### config.mk
export PLATFORM = sky130hd
export DESIGN_NAME = pc_fetch_unit
export DESIGN_NICKNAME = d
export VERILOG_FILES = /design/src/rtl/pc_fetch_unit_pkg.sv /design/src/rtl/pc_fetch_unit_pc_reg.sv /design/src/rtl/pc_fetch_unit.sv
export SDC_FILE = /design/constraint.sdc
export NUM_CORES = 1
export LEC_CHECK = 0
export ABC_AREA = 1
export BUFFER_PORTS_ARGS = -buffer_cell sky130_fd_sc_hd__buf_2
export CAP_MARGIN = 30
export CORE_MARGIN = 5
export CORE_UTILIZATION = 40
export DETAILED_ROUTE_END_ITERATION = 10
export GPL_TIMING_DRIVEN = 0
export PLACE_DENSITY = 0.76
export SLEW_MARGIN = 20
export SYNTH_ARGS = -nofsm -noshare
export SYNTH_HDL_FRONTEND = slang
export SYNTH_SLANG_ARGS = --single-unit
### constraint.sdc
create_clock -name clk -period 1.6 [get_ports clk]
set_input_delay 0.32 -clock clk [delete_from_list [all_inputs] [get_ports clk]]
set_output_delay 0.32 -clock clk [all_outputs]
set_load 0.05 [all_outputs]
### src/rtl/pc_fetch_unit_pkg.sv
// Shared types and default parameters for the PC / instruction-fetch sequencer.
package pc_fetch_unit_pkg;

  typedef enum logic [1:0] {
    IDLE  = 2'd0,
    REQ   = 2'd1,
    VALID = 2'd2,
    HALT  = 2'd3
  } state_t;

  localparam int          DEF_ADDR_W     = 32;
  localparam int          DEF_DATA_W     = 32;
  localparam logic [31:0] DEF_RESET_ADDR = 32'h0000_0000;
  localparam int          DEF_PC_INC     = 4;

endpackage

### src/rtl/pc_fetch_unit_pc_reg.sv
// Architectural PC register with load enable, plus the pc + increment adder
// whose result goes back to the branch-select mux.
module pc_reg
  import pc_fetch_unit_pkg::*;
#(
  parameter int                ADDR_W     = DEF_ADDR_W,
  parameter logic [ADDR_W-1:0] RESET_ADDR = ADDR_W'(DEF_RESET_ADDR),
  parameter int                PC_INC     = DEF_PC_INC
) (
  input  logic              clk,
  input  logic              rst_n,
  input  logic              load,
  input  logic [ADDR_W-1:0] next_addr,
  output logic [ADDR_W-1:0] pc,
  output logic [ADDR_W-1:0] pc_add
);

  always_ff @(posedge clk or negedge rst_n) begin
    if (!rst_n) begin
      pc <= RESET_ADDR;
    end else if (load) begin
      pc <= next_addr;
    end
  end

  // Wraps modulo 2^ADDR_W with no overflow indication.
  assign pc_add = pc + ADDR_W'(PC_INC);

endmodule

### src/rtl/pc_fetch_unit.sv
// Fetch sequencer: requests the instruction at pc, holds it for decode, and
// loads next_addr into pc when decode consumes it.
module pc_fetch_unit
  import pc_fetch_unit_pkg::*;
#(
  parameter int                ADDR_W     = DEF_ADDR_W,
  parameter int                DATA_W     = DEF_DATA_W,
  parameter logic [ADDR_W-1:0] RESET_ADDR = ADDR_W'(DEF_RESET_ADDR),
  parameter int                PC_INC     = DEF_PC_INC
) (
  input  logic              clk,
  input  logic              rst_n,
  input  logic [ADDR_W-1:0] next_addr,
  output logic [ADDR_W-1:0] pc_add,
  output logic [ADDR_W-1:0] pc,
  output logic              imem_req,
  output logic [ADDR_W-1:0] imem_addr,
  input  logic              imem_ack,
  input  logic [DATA_W-1:0] imem_rdata,
  output logic [DATA_W-1:0] instr,
  output logic              instr_valid,
  input  logic              instr_ready,
  input  logic              stall,
  input  logic              halt,
  output logic              halted
);

  state_t state, state_next;
  logic   consume;

  assign consume = (state == VALID) && instr_ready && !stall;

  pc_reg #(
    .ADDR_W    (ADDR_W),
    .RESET_ADDR(RESET_ADDR),
    .PC_INC    (PC_INC)
  ) u_pc_reg (
    .clk      (clk),
    .rst_n    (rst_n),
    .load     (consume),
    .next_addr(next_addr),
    .pc       (pc),
    .pc_add   (pc_add)
  );

  assign imem_addr = pc;

  always_ff @(posedge clk or negedge rst_n) begin
    if (!rst_n) begin
      state <= IDLE;
    end else begin
      state <= state_next;
    end
  end

  always_comb begin
    state_next = state;
    case (state)
      IDLE:    state_next = REQ;
      REQ:     if (imem_ack) state_next = VALID;
      VALID:   if (consume) state_next = halt ? HALT : REQ;
      HALT:    state_next = HALT;
      default: state_next = IDLE;
    endcase
  end

  // Outputs decode straight from state so an async reset drops them at once.
  always_comb begin
    imem_req    = 1'b0;
    instr_valid = 1'b0;
    halted      = 1'b0;
    case (state)
      REQ:     imem_req    = 1'b1;
      VALID:   instr_valid = 1'b1;
      HALT:    halted      = 1'b1;
      default: ;
    endcase
  end

  always_ff @(posedge clk or negedge rst_n) begin
    if (!rst_n) begin
      instr <= '0;
    end else if ((state == REQ) && imem_ack) begin
      instr <= imem_rdata;
    end
  end

endmodule

# Word-level counts from Yosys, hierarchy flattened
# Index checks and enable logic that the tools add are counted.
# totals
romBits	0
mem_bits_rw	0
out_inout_bits	131
elab_cells	22
memories	0
input_bits	70
reg_bits	66
latchBits	0
# classes
n_mux	7
n_reduce_logical	6
bitwise	0
n_mul	0
n_div	0
add_sub_neg	1
n_eq_ne	5
magnitude_cmp	0
shifts	0
# ops
op	count
$add A32 B3 Y32 const B	1
$pmux W2 S4	1
$mux W2	3
$eq A2 B2 Y1 const B	2
$ne A2 B2 Y1 const B	2
$logic_and A1 B1 Y1	3
$mux W1	3
$eq A2 B1 Y1 const B	1
$logic_not A2 Y1	1
$reduce_and A2 Y1	1
$logic_not A1 Y1	1

# Depth between registers and ports, before layout
# Gate-level depths: netlist of run 1.
# depth
word_depth	5
ltp_mapped	8
mapped_depth_nobuf	8

# Modules after synthesis
# A second synthesis of run 1 with hierarchy kept.
# unflattened
hier_cells	473
area_unflattened_um2	3762.4
# modules_own_cells
mod	cells_each	n_inst	area_per_inst_um2	seq_area_each_um2
pc_reg	274	1	2009.4	800.8
pc_fetch_unit	199	1	1752.9	850.8

# Worst setup path after synthesis of run 1
# Ideal clock, no wire load.
# synth_timing
path_kind	register to output
startpoint	reg u_pc_reg.pc[2]
endpoint	out pc_add[15]
required_ps	1280
path_stages_with_launch	6
setup_slack_ps	-1120
n_path_buf	0
arrival_time_ps	2400
cell_sequence	dfrtp_1 > inv_1 > nor2_2 > nand2_1 > nor2_4 > xor2_1
# synth_between
elab_chain_len	1
# synth_lines
element	line_no	text
start, declared	pc_fetch_unit_pc_reg.sv:14	output logic [ADDR_W-1:0] pc,
start signal, assigned	pc_fetch_unit_pc_reg.sv:22	pc <= next_addr;
$add A32 B3 Y32	pc_fetch_unit_pc_reg.sv:27	assign pc_add = pc + ADDR_W'(PC_INC);
end, declared	pc_fetch_unit.sv:14	output logic [ADDR_W-1:0] pc_add,
# No other way between the ends.

# Final worst setup path of run 1
# layout_timing
startpoint	reg u_pc_reg.pc[2]
endpoint	out pc_add[26]
# The elaborated chain is that of the path after synthesis.

==> metrics.yaml, run 1 <==
outcome:
  status: "finished with violations"
  violations: "negative setup slack"
critical_path:
  cpMaxStageDelayCell: "dfrtp_2"
  cp-start-kind: "flip-flop"
  path_cells: "ha_4, nand2_4, nor2_4, nand2_4, nor2_4, nand3b_1, nand2_4, buf_8"
  required_ns: 1.28
  crit_path_max_incr_delay_ns: 0.44
  regToRegSetupSlack_ns: 0.17
  end_kind: "output pin"
  worst-path-buf-inv: 1
  cp_max_fo: 5
  crit_arrival_ns: 1.89
  cp_top_family: "simple AND/OR/NAND/NOR gates"
  cp_common_cell: "nand2_4"
  critical_path_class: "reg2out"
logic_synthesis:
  syn_avg_cell_area_sq_um: 7.37
  seq_area_frac_synth_pct: 46.2
  synth_seq_cells: 66
  syn_inst: 485
  synth_top_area_cell: "dfrtp_1"
  synth.net_count: 556
  yosysTopAreaCellShare_pct: 46.2
  synthTopCellsByArea: "dfrtp_1 (46%), nand2_1 (28%), buf_4 (8.0%)"
  syn_area_sq_um: 3570
  yosys_warnings: 0
  synth_cell_types: 20
sta:
  worst_slack_ns: -0.606
  final_hold_viol_count: 0
  max_freq_ghz: 0.453
  fin_crit_sh_pct: 138
  finClkSkew_ns: 0.0145
  setup_viol: 30
  rsz0062_at_grt: "true"
  min_period_ns: 2.21
  holdWs_ns: 0.154
  maxSlewHeadroom_pct: 67.6
  maxSlewViolCount: 0
  worst_pin_slew_ns: 0.486
detailed_routing:
  drtIter0Drc: 165
  first_pass_iters: 5
  drt-total-wl_microns: 13100
  ant_nets: 0
  drcViolationCount: 0
  num_vias: 4055
  drt-vias-per-instance: 4.78
  wire_per_inst_microns: 15.4
die:
  design.core.area_sq_um: 8720
  ios: 201
  std_cell_rows: 34
  dieArea_sq_um: 10900
  die_y_microns: 105
  die_w_microns: 105
  initial_core_util_pct: 41.0
layout:
  final_common_cell: "nand2_1"
  layout.nets: 806
  design_area_sq_um: 6210
  layout_common_cells: "nand2_1 (232), buf_2 (155), buf_4 (72), dfrtp_1 (40), buf_6 (36)"
  area_growth_pct: 73.8
  fill_cells: 653
  drive_gt1_share_pct: 54.6
  antennaDiodeCount: 0
global_routing:
  antenna_found_initial: 0
  grt.overflow.total: 0
  grt_pass1_wl_microns: 19900
  grt_max_degree: 45
  track_usage_pct: 22.3
  first_global_vias: 3959
cts:
  numCtsBuffers: 9
  clk_pin_slew_worst_paths_ns: 0.08
  clockRootBuffer: "clkbuf_8"
  cts.sinks: 66
  htreeDepth: 3
  cts_tree: "built"
  clockBufferDepth: 2
  clock_latency_ns: 0.35
place:
  gp_congestion: 0.841
  dp.final_hpwl_microns: 9020
  dpl_worst_slack_ns: -0.560
  portBuffers: 200
  place_area_sq_um: 5150
min_path:
  hp-class: "in2reg"
run:
  maxCapViolCount: 0
-- cell usage after synthesis, drive strengths merged --
library cell and number:
xnor2 4, clkbuf 4, ha 1, nand3 6, a21oi 2, nand3b 8
nand2 266, o21ai 8, and2 3, buf 42, xor2 11, dfrtp 66
nor2 43, inv 21
-- logic make-up (layout without fill, tap and decap cells) --
kind of cell / after synthesis / in the layout / share of synthesized area (%)
compound gates: 10 / 10 / 1.40
fa+ha+maj: 1 / 1 / 0.350
xor+xnor: 15 / 15 / 3.68
buf+inv: 67 / 322 / 11.3
simple gates: 326 / 326 / 37.0
flops: 66 / 66 / 46.2
-- path summary, 6_finish.rpt --
path | cells after the start | from | endpoint
max in group asynchronous | 3 | rst_n | u_pc_reg.pc[14]$_DFFE_PN0P_
min in group asynchronous | 2 | rst_n | u_pc_reg.pc[30]$_DFFE_PN0P_
setup reg to reg | 6 | state[0]$_DFFE_PN0P_ | instr[1]$_DFFE_PN0P_
hold reg to reg | 2 | instr[10]$_DFFE_PN0P_ | instr[10]$_DFFE_PN0P_
hold / removal | 3 | imem_rdata[20] | instr[20]$_DFFE_PN0P_
setup / recovery | 8 | u_pc_reg.pc[2]$_DFFE_PN0P_ | pc_add[26]
-- metrics by stage --
step	cells	utilization [%]	setup TNS, ns
after detailed placement	794	59.0	-8.79
after floorplan	485	-	-11.93
after CTS	837	67.5	-13.64
after global routing	848	71.2	-17.05
final	848	71.2	-14.24
after global placement	793	58.7	-16.13
-- timing repair --
action	in CTS	in global routing
hold buffers	1	0
endpoints found under the hold margin	22	0
setup endpoints to repair	32	48
gates resized for setup	93	77
pin swaps	25	22
buffers inserted	26	15
-- layer usage --
metal	part of all wire (%)	GRT usage, %
met2	52	38.0
met3	8.0	7.26
met4	1.8	6.29
met1	39	27.0
met5	0	0
-- cell type report --
cell class,count,area [sq um],share of cell area (%)
clock buffer,10,128,2.06
multi-input combinational,352,2050,33.1
buffer,46,334,5.38
clock inverter,6,115,1.85
tap,108,135,2.18
timing repair buffer,239,1680,27.0
sequential,66,1680,27.1
inverter,21,82.6,1.33
-- worst register-to-register path, cell delays in order (launching register included) --
cell and delay, ns:
dfrtp_2 0.46, inv_2 0.08, nor2_4 0.03, nand2_1 0.19
clkbuf_1 0.40, nand2_1 0.11, nand2_1 0.10
Power of run 1 is left out: the tool's default activity adds up to more than one toggle a clock period on the data nets, which glitch-free logic cannot reach.
==> run 2: changes to the inputs <==
--- a/config.mk
+++ b/config.mk
@@ -9,10 +9,10 @@
 export BUFFER_PORTS_ARGS = -buffer_cell sky130_fd_sc_hd__buf_2
 export CAP_MARGIN = 30
 export CORE_MARGIN = 5
-export CORE_UTILIZATION = 40
+export CORE_UTILIZATION = 45
 export DETAILED_ROUTE_END_ITERATION = 10
 export GPL_TIMING_DRIVEN = 0
-export PLACE_DENSITY = 0.76
+export PLACE_DENSITY = 0.81
 export SLEW_MARGIN = 20
 export SYNTH_ARGS = -nofsm -noshare
 export SYNTH_HDL_FRONTEND = slang
==> constraint.sdc (replaced) <==
create_clock -name clk -period 2.5 [get_ports clk]
set_input_delay 0.5 -clock clk [delete_from_list [all_inputs] [get_ports clk]]
set_output_delay 0.5 -clock clk [all_outputs]
set_load 0.05 [all_outputs]
==> metrics.yaml, run 2 (synthesis results as in run 1) <==
sta:
  finClkSkew_ns: 0.0101  # -0.00446 ns
  fin_crit_sh_pct: 94.9
  holdWs_ns: 0.0755  # -0.0786 ns
  maxSlewViolCount: 0  # unchanged
  final_hold_viol_count: 0  # unchanged
  rsz0062_at_grt: "true"
  min_period_ns: 2.37
  setup_viol: 0  # -100%
  worst_pin_slew_ns: 0.423  # -0.0628 ns
  max_freq_ghz: 0.422
  maxSlewHeadroom_pct: 71.8  # +4.2 points
global_routing:
  grt_pass1_wl_microns: 17900  # -10%
  grt_max_degree: 39  # -13%
  grt.overflow.total: 0  # unchanged
  antenna_found_initial: 1  # +1
  track_usage_pct: 22.6  # +0.31 points
  first_global_vias: 3695  # -6.7%
die:
  die_y_microns: 99.1  # -5.2%
  ios: 201  # unchanged
  design.core.area_sq_um: 7730  # -11%
  die_w_microns: 99.1  # -5.2%
  std_cell_rows: 32  # -5.9%
  dieArea_sq_um: 9820  # -10%
  initial_core_util_pct: 46.2  # +5.3 points
place:
  gp_congestion: 0.899  # +6.9%
  dp.final_hpwl_microns: 8530  # -5.4%
  portBuffers: 200  # unchanged
  place_area_sq_um: 4850  # -5.7%
layout:
  design_area_sq_um: 5170  # -17%
  layout_common_cells: "nand2_1 (261), buf_2 (189), dfrtp_1 (54), buf_4 (48), nor2_1 (30)"
  area_growth_pct: 44.7
  fill_cells: 696  # +6.6%
  final_common_cell: "nand2_1"
  layout.nets: 769  # -4.6%
  antennaDiodeCount: 0  # unchanged
  drive_gt1_share_pct: 43.8  # -11 points
critical_path:
  cp_max_fo: 5  # unchanged
  reg2reg_to: "instr[2]$_DFFE_PN0P_"
  crit_path_max_incr_delay_ns: 0.42  # -0.02 ns
  required_ns: 2.00  # +0.72 ns
  regToRegSetupSlack_ns: 1.07  # +0.90 ns
  end_kind: "output pin"
  critical_path_class: "reg2out"
  cp_common_cell: "nand2_1"
  cp-start-kind: "flip-flop"
  path_cells: "ha_2, nand2_1, nor2_4, nand2_4, nor2_4, nand2_1, nand2_1, nand2_1, buf_4"
  cpMaxStageDelayCell: "dfrtp_2"
  crit_arrival_ns: 1.87  # -0.02 ns
  rr_startpoint: "state[0]$_DFFE_PN0P_"
  reg2reg_depth: 6  # unchanged
detailed_routing:
  topRoutingLayerUsed: "met5"
  first_pass_iters: 6  # +1
  drt-total-wl_microns: 10900  # -17%
  met2WireLength_microns: 5380  # -20%
  drt-vias-per-instance: 4.60  # -3.9%
  drtIter0Drc: 93  # -44%
  wire_per_inst_microns: 13.5  # -12%
  met3_length_microns: 978  # -6.3%
  ant_nets: 0  # unchanged
  drcViolationCount: 0  # unchanged
  num_vias: 3701  # -8.7%
  wl_met1_microns: 4320  # -14%
cts:
  numCtsBuffers: 9  # unchanged
  cts.sinks: 66  # unchanged
  clockRootBuffer: "clkbuf_8"
  cts_tree: "built"
  cts_hold_buf: 0  # -1
  clockBufferDepth: 2  # unchanged
  clk_pin_slew_worst_paths_ns: 0.09  # about the same
  clock_latency_ns: 0.34  # about the same
  htreeDepth: 3  # unchanged
min_path:
  hp-class: "in2async"
run:
  maxCapViolCount: 0  # unchanged
outcome:
  status: "finished clean"
run 2: changes by cell type in the layout (fill, tap and decap cells not counted), sizes merged:
cell	before	now
clkinvlp	2	3
clkinv	1	2
bufinv	3	1
dlygate4sd3	1	0
buf	279	240
clkbuf	15	17
inv	21	22
run 2: final cells by class:
type	count	area, sq um	area share (%)
sequential	66	1670	32.2
clock inverter	7	76.3	1.48
buffer	46	327	6.32
timing repair buffer	202	1070	20.6
inverter	21	82.6	1.60
multi-input combinational	352	1700	32.9
tap	102	128	2.47
clock buffer	9	124	2.40
run 2: critical path, delay by kind of cell (launching register included):
family,cells,cell delay (ns)
AND/OR/NAND/NOR,7,0.70
adder cells (fa/ha/maj),1,0.22
buffers and inverters,1,0.18
flip-flops,1,0.42
run 2: what timing repair did:
action	CTS	global route
gates resized for setup	21	20
endpoints found under the setup margin	11	21
pin swaps	3	2
buffers inserted	1	0
run 2: per-layer routing:
layer / GRT usage [%] / up-vias
met4: 7.56 / 2
met1: 27.4 / 1670
li1: - / 1851
met5: 0 / -
met2: 39.5 / 162
met3: 5.54 / 16
run 2: worst max path at each step:
stage | start | slack [ns] | end | cells past startpoint
floorplan | u_pc_reg.pc[3]$_DFFE_PN0P_ | -0.08 | pc_add[30] | 7
global placement | u_pc_reg.pc[3]$_DFFE_PN0P_ | 0.13 | pc_add[30] | 8
detailed placement | u_pc_reg.pc[3]$_DFFE_PN0P_ | 0.06 | pc_add[30] | 8
CTS | u_pc_reg.pc[13]$_DFFE_PN0P_ | 0.01 | pc_add[28] | 7
global route | u_pc_reg.pc[2]$_DFFE_PN0P_ | -0.01 | pc_add[21] | 7
finish | u_pc_reg.pc[2]$_DFFE_PN0P_ | 0.13 | pc_add[26] | 9
run 2: per-stage QoR:
stage	TNS [ns]	setup WS, ns	util [%]	instances
2_1_floorplan	-0.222	-0.0841	-	485
3_3_place_gp	0	0.133	62.5	787
3_5_place_dp	0	0.0630	62.8	788
4_1_cts	0	0.00969	66.3	805
5_1_grt	-0.0236	-0.0121	66.9	805
6_report	0	0.128	66.9	805
Power of run 2 is left out for the same reason.
